--- src/rtl/reg_file.sv ---
// 2**ADDR_W x WIDTH register file: two combinational read ports, one write port on the rising clk edge; r0 reads 0.
// Zero-cycle read latency, no bypass (reads see the old value until the edge); no backpressure, every write is accepted.
module reg_file #(
  parameter int WIDTH  = 32,
  parameter int ADDR_W = 5
) (
  input  logic              clk,
  input  logic              reset,
  input  logic [ADDR_W-1:0] ra1,
  input  logic [ADDR_W-1:0] ra2,
  output logic [WIDTH-1:0]  rd1,
  output logic [WIDTH-1:0]  rd2,
  input  logic              we3,
  input  logic [ADDR_W-1:0] wa3,
  input  logic [WIDTH-1:0]  wd3
);

  localparam int NREGS = 2 ** ADDR_W;

  logic [WIDTH-1:0] regs [NREGS];

  // Entry 0 is never written, so it holds its reset value of zero.
  always_ff @(posedge clk or posedge reset) begin
    if (reset) begin
      for (int i = 0; i < NREGS; i++) begin
        regs[i] <= '0;
      end
    end else if (we3 && (wa3 != '0)) begin
      regs[wa3] <= wd3;
    end
  end

  assign rd1 = (ra1 == '0) ? '0 : regs[ra1];
  assign rd2 = (ra2 == '0) ? '0 : regs[ra2];

endmodule

--- config.mk ---
export PLATFORM = sky130hd
export DESIGN_NAME = reg_file
export DESIGN_NICKNAME = d
export VERILOG_FILES = /design/src/rtl/reg_file.sv
export SDC_FILE = /design/constraint.sdc
export NUM_CORES = 2
export LEC_CHECK = 0
export BUFFER_PORTS_ARGS = -buffer_cell sky130_fd_sc_hd__buf_4
export CAP_MARGIN = 10
export CORE_UTILIZATION = 50
export CTS_CLUSTER_DIAMETER = 150
export DETAILED_ROUTE_END_ITERATION = 16
export PLACE_DENSITY = 0.7
export RECOVER_POWER = 50
export SETUP_SLACK_MARGIN = 0.1
export SLEW_MARGIN = 20
export SYNTH_ARGS = -nofsm -noshare
export SYNTH_HDL_FRONTEND = slang
export SYNTH_SLANG_ARGS = --single-unit
--- constraint.sdc ---
create_clock -name clk -period 94.4 [get_ports clk]
set_input_delay 14.16 -clock clk [delete_from_list [all_inputs] [get_ports clk]]
set_output_delay 14.16 -clock clk [all_outputs]
set_load 0.05 [all_outputs]
==> impl_results.md <==
- Leak Pwr: 25.9 nW
- I/O Pins: 114
- Layout fillers: 8710
- # setup viols final: 0
- Post-synthesis compound-gate area fraction: 0.0446
- Hold Buf Count CTS: 0
- Initial core utilization: 0.504
- Ys flop type: dfrtp_1
- Status: finished, violations left
- Peak Freq: 30.1 MHz
- Min-delay src: regs[1008]$_DFFE_PP0P_
- CTS buffer count: 107
- Layout Cells excl Fill: 5080
- Post-route ant nets: 0
- Post-synth EDFFs: 0
- Netlist area before placement: 54700 µm²
- CP required: 80.24 ns
- Synth Area in Adders: 0
- HPWL after DPL: 96000 µm
- Routability congestion estimate: 0.823
- Setup slack after layout: 61.16 ns
- Drt initial violations: 4308
- Fraction of the cycle the final worst path needs: 0.352
- H-tree lvl count: 3
- Core ar.: 109000 µm²
- Vias in the first global route: 36102
- Critical Path AT: 19.08 ns
- DR pass1 iterations: 6
- Critical Path Start Type: input port
- Critical Path End Type: output pin
- Simple-Gate Fraction of Synth Area: 0.0206
- CTS Sinks: 1024
- Worst vdd ir: 0.0167 mV
- Reg-to-reg startpoint: regs[407]$_DFFE_PP0P_
- Slew HR: -4.35
- Die Wd: 333 µm
- Seq cells post-synth: 1024
- Clock Skews: 0 ns
- Main combinational cell family by area after synthesis: multiplexers
- RSZ-0062 raised after global routing: false
- WL/cell: 34.7 µm
- FFs w/ async S/R, synth: 1.00
- Total track usage: 0.319
- CP peak stage delay: 0.82 ns
- Final Util: 0.550
- Final net count: 3631
- Failing checks: max-capacitance violations, max-slew violations
- # DRC: 0
- FP Rows: 121
- Largest reg by FF count: regs
- Die ar.: 111000 µm²
- CTS max path bufs: 3
- First-pass GRT wire length: 258000 µm
- CTS tree: yes
- Post-synthesis net count: 3742
- Vias: 35784
- Synthesis Warnings: 0
- Mapped Cells: 3692
- Port bufs: 113
- Total power: 1.31 mW
- Initial antenna violation count: 9
- Latest clock arrival within the worst-skew pair: 0.70 ns
- Die height: 333 µm
- CP Max Fanout: 67
- Fin. Hold Viols: 0
- Most frequent cells in the layout: mux2_2, dfrtp_1, mux4_2
- Setup Slack @ Placement: 61.17 ns
- Maxcap violations: 25
- Largest regs: regs (1024)
- Power density over the cells: 21.9 nW/µm²
- Average cell area after synthesis: 14.8 µm²
- Worst path most repeated cell: buf_4
- Worst-path clk slew: 0.05 ns
- Post-CTS setup buffers: 0
- Largest net degree at the start of global routing: 171
- Crit path launch: ra1[0]
- Remaining Overflow, GRT: 0
- Layout area overhead: 9.18%
- Cts repair resizes: 0
- Worst Max-Slew Pin Slew: 8.03 ns
- Root buf cell: clkbuf_16
- Most common cell after layout, fill and taps aside: mux2_2
- Layout cells sized above 1: 0.499
- Synth Area in XOR/XNOR: 0
- Register area share after synthesis: 0.468
- Critical-path cell list: buf_8 -> buf_4 -> buf_4 -> buf_4 -> mux4_2 -> a22o_1 -> a2111oi_0 -> nor3_1 -> buf_4
- Vias per inst: 7.04
- Critical path's slowest cell: buf_4
- Distinct cells, synth: 48
- Post-route setup TNS: 0 ns
- Mux share of post-synthesis cell area: 0.426
- Fin. max-slew vios: 964
- Max FFs per register: 1024
- Total Wirelength: 176000 µm
- Setup CP Type: input port to output pin
- HP Class: flip-flop to flip-flop
- Placed cell count: 4884
- Final Critical Period: 33.24 ns
==> power breakdown <==
part / switching [mW] / internal, mW / total [mW]
registers: 0.0648 / 0.523 / 0.587
clock network: 0.184 / 0.265 / 0.449
logic: 0.119 / 0.154 / 0.273
==> critical path: cells and delay by family <==
family	cells	cell delay, ns
muxes	1	0.59
buffers and inverters	5	3.09
AOI/OAI and AO/OA	2	0.86
and+or+nand+nor	1	0.20
==> routing by layer <==
layer	vias to the layer above	wire length (µm)	global-route usage	part of all wire
li1	14039	-	-	-
met1	19415	70400	0.444	0.40
met2	1912	81000	0.489	0.46
met3	402	18100	0.0819	0.10
met4	16	6750	0.109	0.038
met5	-	103	0	0.00058
==> worst paths after layout <==
path,endpoint,slack [ns],cells after the start
worst max-delay path,rd1[16],61.16,9
worst min-delay path,regs[1008]$_DFFE_PP0P_,0.40,0
worst max register to register,regs[407]$_DFFE_PP0P_,93.57,1
worst min register to register,regs[1008]$_DFFE_PP0P_,0.40,0
max in group asynchronous,regs[915]$_DFFE_PP0P_,69.89,3
min in group asynchronous,regs[182]$_DFFE_PP0P_,15.10,2
==> cells by family after synthesis <==
logic type	count (synthesis)
and+or+nand+nor	207
muxes	1705
AOI/OAI and AO/OA	326
DFF	1024
buffers and inverters	430
==> Yosys cell counts, drive strengths merged, types with 6 or more instances <==
library cell / number / area share
nor3: 33 / 0.0030
mux2i: 271 / 0.050
o22ai: 40 / 0.0046
mux2: 1037 / 0.21
a211oi: 37 / 0.0051
nor2b: 42 / 0.0048
a2111oi: 32 / 0.0052
a21oi: 43 / 0.0039
a22oi: 77 / 0.011
nand3: 12 / 0.0011
a22o: 42 / 0.0067
a311oi: 8 / 0.0013
and2: 19 / 0.0022
nor4: 17 / 0.0021
mux4: 397 / 0.16
dfrtp: 1024 / 0.47
buf: 199 / 0.024
o221ai: 21 / 0.0034
nand2: 41 / 0.0028
nand3b: 6 / 0.00082
clkbuf: 228 / 0.016
nor2: 21 / 0.0014
o32ai: 16 / 0.0026
==> metrics by stage <==
step           hold slack, ns  cell area (µm²)
6_report                0.399            59800
3_3_place_gp            0.385            56200
3_5_place_dp            0.386            56200
2_1_floorplan           0.441            54700
4_1_cts                 0.399            59900
5_1_grt                 0.411            59800
==> layout make-up <==
| type | count | area [µm²] | share of cell area |
|---|---|---|---|
| multi-input combinational | 2238 | 27100 | 0.453 |
| sequential | 1024 | 25600 | 0.429 |
| clock buffer | 150 | 3150 | 0.0528 |
| tap | 1414 | 1770 | 0.0296 |
| timing repair buffer | 207 | 1550 | 0.0260 |
| clock inverter | 43 | 577 | 0.00965 |
| inverter | 3 | 12.5 | 0.000209 |
| antenna | 1 | 2.50 | 0.0000419 |
(Power assumes the default switching activity.)
